File: src/rtl/fib_bcd_display_pkg.sv
// fib_bcd_display_pkg: FSM encodings, active-low 7-segment codes and one double-dabble step
package fib_bcd_display_pkg;
  typedef enum logic [1:0] {IDLE = 2'd0, SHIFT = 2'd1, DONE = 2'd2} state_t;
  localparam logic [6:0] SEG_0     = 7'b1000000;
  localparam logic [6:0] SEG_1     = 7'b1111001;
  localparam logic [6:0] SEG_2     = 7'b0100100;
  localparam logic [6:0] SEG_3     = 7'b0110000;
  localparam logic [6:0] SEG_4     = 7'b0011001;
  localparam logic [6:0] SEG_5     = 7'b0010010;
  localparam logic [6:0] SEG_6     = 7'b0000010;
  localparam logic [6:0] SEG_7     = 7'b1111000;
  localparam logic [6:0] SEG_8     = 7'b0000000;
  localparam logic [6:0] SEG_9     = 7'b0010000;
  localparam logic [6:0] SEG_BLANK = 7'b1111111;
  function automatic logic [35:0] dd_step(input logic [35:0] v);
    logic [35:0] a;
    a = v;
    for (int i = 0; i < 5; i++)
      a[16+4*i +: 4] = (a[16+4*i +: 4] >= 4'd5) ? a[16+4*i +: 4] + 4'd3 : a[16+4*i +: 4];
    return {a[34:0], 1'b0};
  endfunction
endpackage

File: src/rtl/fib_bcd_display_seg7_decode.sv
// seg7_decode: BCD digit plus blank flag to active-low {g,f,e,d,c,b,a} cathodes
module seg7_decode
  import fib_bcd_display_pkg::*;
(
  input  logic [3:0] digit,
  input  logic       blank,
  output logic [6:0] seg
);
  always_comb begin
    seg = SEG_BLANK;
    if (!blank)
      case (digit)
        4'd0: seg = SEG_0;
        4'd1: seg = SEG_1;
        4'd2: seg = SEG_2;
        4'd3: seg = SEG_3;
        4'd4: seg = SEG_4;
        4'd5: seg = SEG_5;
        4'd6: seg = SEG_6;
        4'd7: seg = SEG_7;
        4'd8: seg = SEG_8;
        4'd9: seg = SEG_9;
        default: seg = SEG_BLANK;
      endcase
  end
endmodule

File: src/rtl/fib_bcd_display.sv
// fib_bcd_display: captures in_val on in_valid, converts to 5-digit BCD (bcd/bcd_valid/over/busy) and scans 4 digits onto an/seg
module fib_bcd_display
  import fib_bcd_display_pkg::*;
#(
  parameter int WIDTH    = 16,
  parameter int SCAN_DIV = 100000
) (
  input  logic             clk,
  input  logic             rst,
  input  logic [WIDTH-1:0] in_val,
  input  logic             in_valid,
  output logic             busy,
  output logic [19:0]      bcd,
  output logic             bcd_valid,
  output logic             over,
  output logic [3:0]       an,
  output logic [6:0]       seg
);
  localparam int DW = $clog2(SCAN_DIV);
  state_t           state;
  logic [WIDTH-1:0] sreg, pend_val, load_val;
  logic [19:0]      scr;
  logic [3:0]       cnt;
  logic             pend_v, load;
  logic [35:0]      nxt;
  logic [DW-1:0]    div;
  logic [1:0]       idx, nidx;
  logic [3:0]       dig;
  logic             blank;
  logic [6:0]       seg_d;
  assign nxt      = dd_step({scr, sreg});
  assign load     = in_valid && state == IDLE || state == DONE && (pend_v || in_valid);
  assign load_val = (state == DONE && pend_v) ? pend_val : in_val;
  assign busy     = state != IDLE || pend_v;
  always_ff @(posedge clk or negedge rst) begin
    if (!rst) begin
      state     <= IDLE;
      sreg      <= '0;
      scr       <= '0;
      cnt       <= '0;
      bcd       <= '0;
      bcd_valid <= 1'b0;
      over      <= 1'b0;
    end else begin
      bcd_valid <= 1'b0;
      if (load) begin
        state <= SHIFT;
        sreg  <= load_val;
        scr   <= '0;
        cnt   <= '0;
      end else if (state == SHIFT) begin
        {scr, sreg} <= nxt;
        cnt         <= cnt + 4'd1;
        if (cnt == 4'd15) begin
          state     <= DONE;
          bcd       <= nxt[35:16];
          over      <= |nxt[35:32];
          bcd_valid <= 1'b1;
        end
      end else state <= IDLE;
    end
  end
  // in DONE a held request is consumed while a same-cycle strobe takes its place
  always_ff @(posedge clk or negedge rst) begin
    if (!rst) begin
      pend_v   <= 1'b0;
      pend_val <= '0;
    end else if (in_valid && (state == SHIFT || state == DONE && pend_v)) begin
      pend_v   <= 1'b1;
      pend_val <= in_val;
    end else if (state == DONE) pend_v <= 1'b0;
  end
  assign nidx  = idx + 2'd1;
  assign dig   = bcd[{nidx, 2'b00} +: 4];
  assign blank = !over && nidx != 2'd0 && (bcd[15:0] >> {nidx, 2'b00}) == 16'd0;
  seg7_decode u_dec (.digit(dig), .blank(blank), .seg(seg_d));
  always_ff @(posedge clk or negedge rst) begin
    if (!rst) begin
      div <= '0;
      idx <= '0;
      an  <= 4'b1111;
      seg <= SEG_BLANK;
    end else if (div == DW'(SCAN_DIV - 1)) begin
      div <= '0;
      idx <= nidx;
      an  <= ~(4'b0001 << nidx);
      seg <= seg_d;
    end else div <= div + 1'b1;
  end
endmodule

File: config.mk
export PLATFORM = sky130hd
export DESIGN_NAME = fib_bcd_display
export DESIGN_NICKNAME = d
export VERILOG_FILES = /design/src/rtl/fib_bcd_display_pkg.sv /design/src/rtl/fib_bcd_display_seg7_decode.sv /design/src/rtl/fib_bcd_display.sv
export SDC_FILE = /design/constraint.sdc
export NUM_CORES = 1
export LEC_CHECK = 0
export CORE_MARGIN = 1
export CORE_UTILIZATION = 30
export DETAILED_ROUTE_END_ITERATION = 6
export PLACE_DENSITY = 0.53
export SYNTH_ARGS = -nofsm -noshare
export SYNTH_HDL_FRONTEND = slang
export SYNTH_SLANG_ARGS = --single-unit
export TNS_END_PERCENT = 30
File: constraint.sdc
create_clock -name clk -period 3.95 [get_ports clk]
set_clock_uncertainty 0.2 [all_clocks]
set_input_delay 0.395 -clock clk [delete_from_list [all_inputs] [get_ports clk]]
set_output_delay 0.395 -clock clk [all_outputs]
set_load 0.005 [all_outputs]
==> results.py <==
metrics = {
    "sta": {
        "maxSlewHeadroom_pct": 40.10,
        "setup_viol": 0,
        "fmax_ghz": 0.2941,
        "timing_hold_violations_final": 0,
        "grt_setup_unrepaired": "false",
        "worst_pin_slew_ns": 0.8984,
        "tns_ns": 0,
        "min_period_ns": 3.400,
        "period_share_pct": 86.07,
        "drv_slew": 0,
    },
    "die": {
        "die-area_sq_mm": 0.01846,
        "start_util_pct": 30.88,
        "fp.dieW_um": 135.9,
        "num_rows": 48,
        "die_h_um": 135.9,
        "core_sq_mm": 0.01742,
        "pin_count": 53,
    },
    "drt": {
        "drt_pass1_iterations": 4,
        "wl_per_cell_um": 14.87,
        "drtIter0Drc": 322,
        "drc": 0,
        "antenna_left": 0,
        "vias": 3982,
        "postRouteWirelength_um": 11900,
        "viasPerCell": 4.978,
    },
    "setup_path": {
        "startpoint_type": "flop",
        "critPathMaxStageDelay_ns": 0.52,
        "path_max_fanout": 8,
        "cp_slowest_cell": "dfrtp_1",
        "crit_path_cell_trace": "inv_1 > ha_1 > mux4_2 > inv_1 > ha_1 > or4b_1 > a2111o_1 > o21a_1 > o211ai_2",
        "worstPathArrival_ns": 3.48,
        "critPathKind": "reg2reg",
        "cp-end-kind": "flop",
        "cp.required_ns": 4.03,
    },
    "power_and_ir_drop": {
        "ir_worst_vdd_mv": 0.2476,
        "leakagePower_nw": 2.670,
        "powerDensity_mw_per_mm2": 670.0,
    },
    "grt": {
        "antenna_found_initial": 0,
        "grt-ovfl-total": 0,
        "grt_pass1_vias": 4040,
        "grt_max_degree": 49,
        "grt_use_total_pct": 13.96,
        "grt_pass1_wl_um": 20140,
    },
    "finish": {
        "fill_cells": 1737,
        "final_nets": 611,
        "diodes": 0,
        "drive_gt1_share_pct": 12.35,
        "area_growth_pct": 19.40,
        "layout.cells.non_filler": 800,
        "seq_area_sq_mm": 0.002791,
        "multi_input_area_sq_mm": 0.002395,
    },
    "clock_tree": {
        "cts.sink_count": 111,
        "cts-buffers-inserted": 9,
        "cts_max_level": 3,
        "clk_latency_ns": 0.36,
        "clk_pin_slew_ns": 0.07,
        "tritoncts": "done",
        "cts_buffer_depth": 2,
        "clockRootBuffer": "clkbuf_16",
    },
    "place": {
        "place_congestion": 0.7672,
        "port_buffers": 52,
        "dp.cells": 784,
        "dp.final_hpwl_um": 8309,
    },
    "logic_synthesis": {
        "synth-edff-count": 0,
        "synth_area_sq_mm": 0.005378,
        "synth.area.top_cells": "dfrtp_1, nand2_1, dfstp_2",
        "synthesis.nets": 564,
        "yosysUniqueCellTypes": 48,
        "synth_warnings": 0,
        "synth_top_area_share_pct": 46.53,
        "synth_top_cell_by_area": "dfrtp_1",
        "ys_ff_latch": 111,
        "syn-mean-instance-area_sq_um": 10.26,
        "ys.flop_type": "dfrtp_1",
        "async_flop_share_pct": 100.0,
        "ys_seq_area_share_pct": 51.91,
        "syn_inst": 524,
    },
    "status": {
        "status": "complete, no violations",
    },
    "hold_path": {
        "hold_path_class": "reg2reg",
    },
    "job": {
        "drv_cap": 0,
    },
}
==> layout by cell type (no fill, tap or decap), types with 2 or more instances in the layout <==
cell type	synthesis	layout
a21o_1	2	2
a21oi_1	42	42
a31oi_1	3	3
a32o_1	4	4
and2_1	3	3
buf_4	0	9
clkbuf_16	0	9
clkdlybuf4s50_1	0	51
dfrtp_1	100	100
dfstp_2	11	11
ha_1	21	21
inv_1	19	19
inv_6	0	2
mux2_2	22	22
mux2i_1	4	4
mux4_2	3	3
nand2_1	79	79
nand2b_1	7	7
nand3_1	7	7
nand4_1	5	5
nor2_1	38	38
nor2b_1	2	2
nor3b_1	10	10
nor4_1	4	4
o21ai_0	33	33
o21ai_1	3	2
o21ai_2	4	5
o221ai_1	12	12
o22ai_1	15	15
o31ai_1	5	5
or2_2	3	3
or3_1	2	2
xnor2_1	15	15
xor2_1	9	9
==> logic make-up (layout without fill, tap and decap cells) <==
group	after synthesis	in the layout	synth area share, %
compound gates	129	129	14.75
xor+xnor	24	24	3.909
fa+ha+maj	21	21	4.886
buf+inv	44	95	3.629
flops	111	111	51.91
mux	29	29	6.608
simple gates	166	166	14.31
==> state kept, by name, indices dropped and copies added, names as in the netlist <==
signal / cells
cnt: 4
state: 2
seg: 7
sreg: 16
bcd_valid: 1
over: 1
pend_val: 16
idx: 2
scr: 20
an: 4
bcd: 20
div: 17
pend_v: 1
==> layout make-up <==
type,instances,share of cell area [%]
Sequential cell,111,43.47
Multi-Input combinational cell,369,37.30
Tap cell,225,4.384
Timing Repair Buffer,61,9.158
Inverter,19,1.111
Clock buffer,9,3.507
Clock inverter,6,1.072
==> metal layers <==
metal / vias up / share of wire [%] / GRT usage [%]
met3: 16 / 2.0 / 2.200
li1: 1935 / - / -
met5: - / 0 / 0
met4: 0 / 2.0 / 6.358
met1: 1987 / 46 / 17.77
met2: 44 / 50 / 23.27
==> synthesized netlist by cell type (12+ instances only) <==
library cell / instances
a21oi_1: 42
o221ai_1: 12
xnor2_1: 15
inv_1: 19
nor2_1: 38
clkbuf_1: 16
dfrtp_1: 100
mux2_2: 22
nand2_1: 79
o22ai_1: 15
o21ai_0: 33
ha_1: 21
==> critical path: cells and delay by family (launching register included) <==
family,cells,cell delay (ns)
adder cells (fa/ha/maj),2,0.66
AO/OA/AOI/OAI,3,0.77
flip-flops,1,0.52
multiplexers,1,0.42
buffers and inverters,2,0.32
AND/OR/NAND/NOR,1,0.44
==> final timing paths <==
path | from | end | slack, ns | cells after the start
max reg2reg | idx[0] | seg[6] | 0.55 | 9
max in group asynchronous | rst | an[3] | 2.26 | 3
min reg2reg | an[2] | an[2] | 0.27 | 2
max | idx[0] | seg[6] | 0.55 | 9
min in group asynchronous | rst | pend_val[8] | 0.38 | 2
min | an[2] | an[2] | 0.27 | 2
==> report_power, final <==
| group | internal [mW] | leakage (nW) | total [mW] | switching [mW] |
|---|---|---|---|---|
| combinational | 0.773 | 1.16 | 1.60 | 0.824 |
| clock | 0.494 | 0.142 | 0.928 | 0.435 |
| sequential | 1.49 | 1.37 | 1.78 | 0.289 |
| total | 2.75 | 2.67 | 4.30 | 1.55 |
==> what timing repair did <==
item / CTS / global route
gates resized for setup: 0 / 0
hold buffers: 1 / 0
setup buffers: 0 / 0
hold endpoints to repair: 38 / 0
==> per-stage QoR <==
| step | hold WS [ns] | power, mW | utilization (%) | setup slack (ns) | cell area (sq um) |
|---|---|---|---|---|---|
| 3_5_place_dp | 0.2512 | 3.400 | 35.12 | 0.5524 | 6117 |
| 6_report | 0.2727 | 4.302 | 36.87 | 0.5502 | 6421 |
| 4_1_cts | 0.2746 | 4.344 | 36.87 | 0.5204 | 6421 |
| 5_1_grt | 0.2864 | 4.625 | 36.87 | 0.2874 | 6421 |
| 2_1_floorplan | -0.1006 | 2.827 | - | 0.7315 | 5378 |
| 3_3_place_gp | 0.2477 | 3.331 | 35.12 | 0.6829 | 6117 |
No activity file was read; power rests on OpenSTA's default activity.
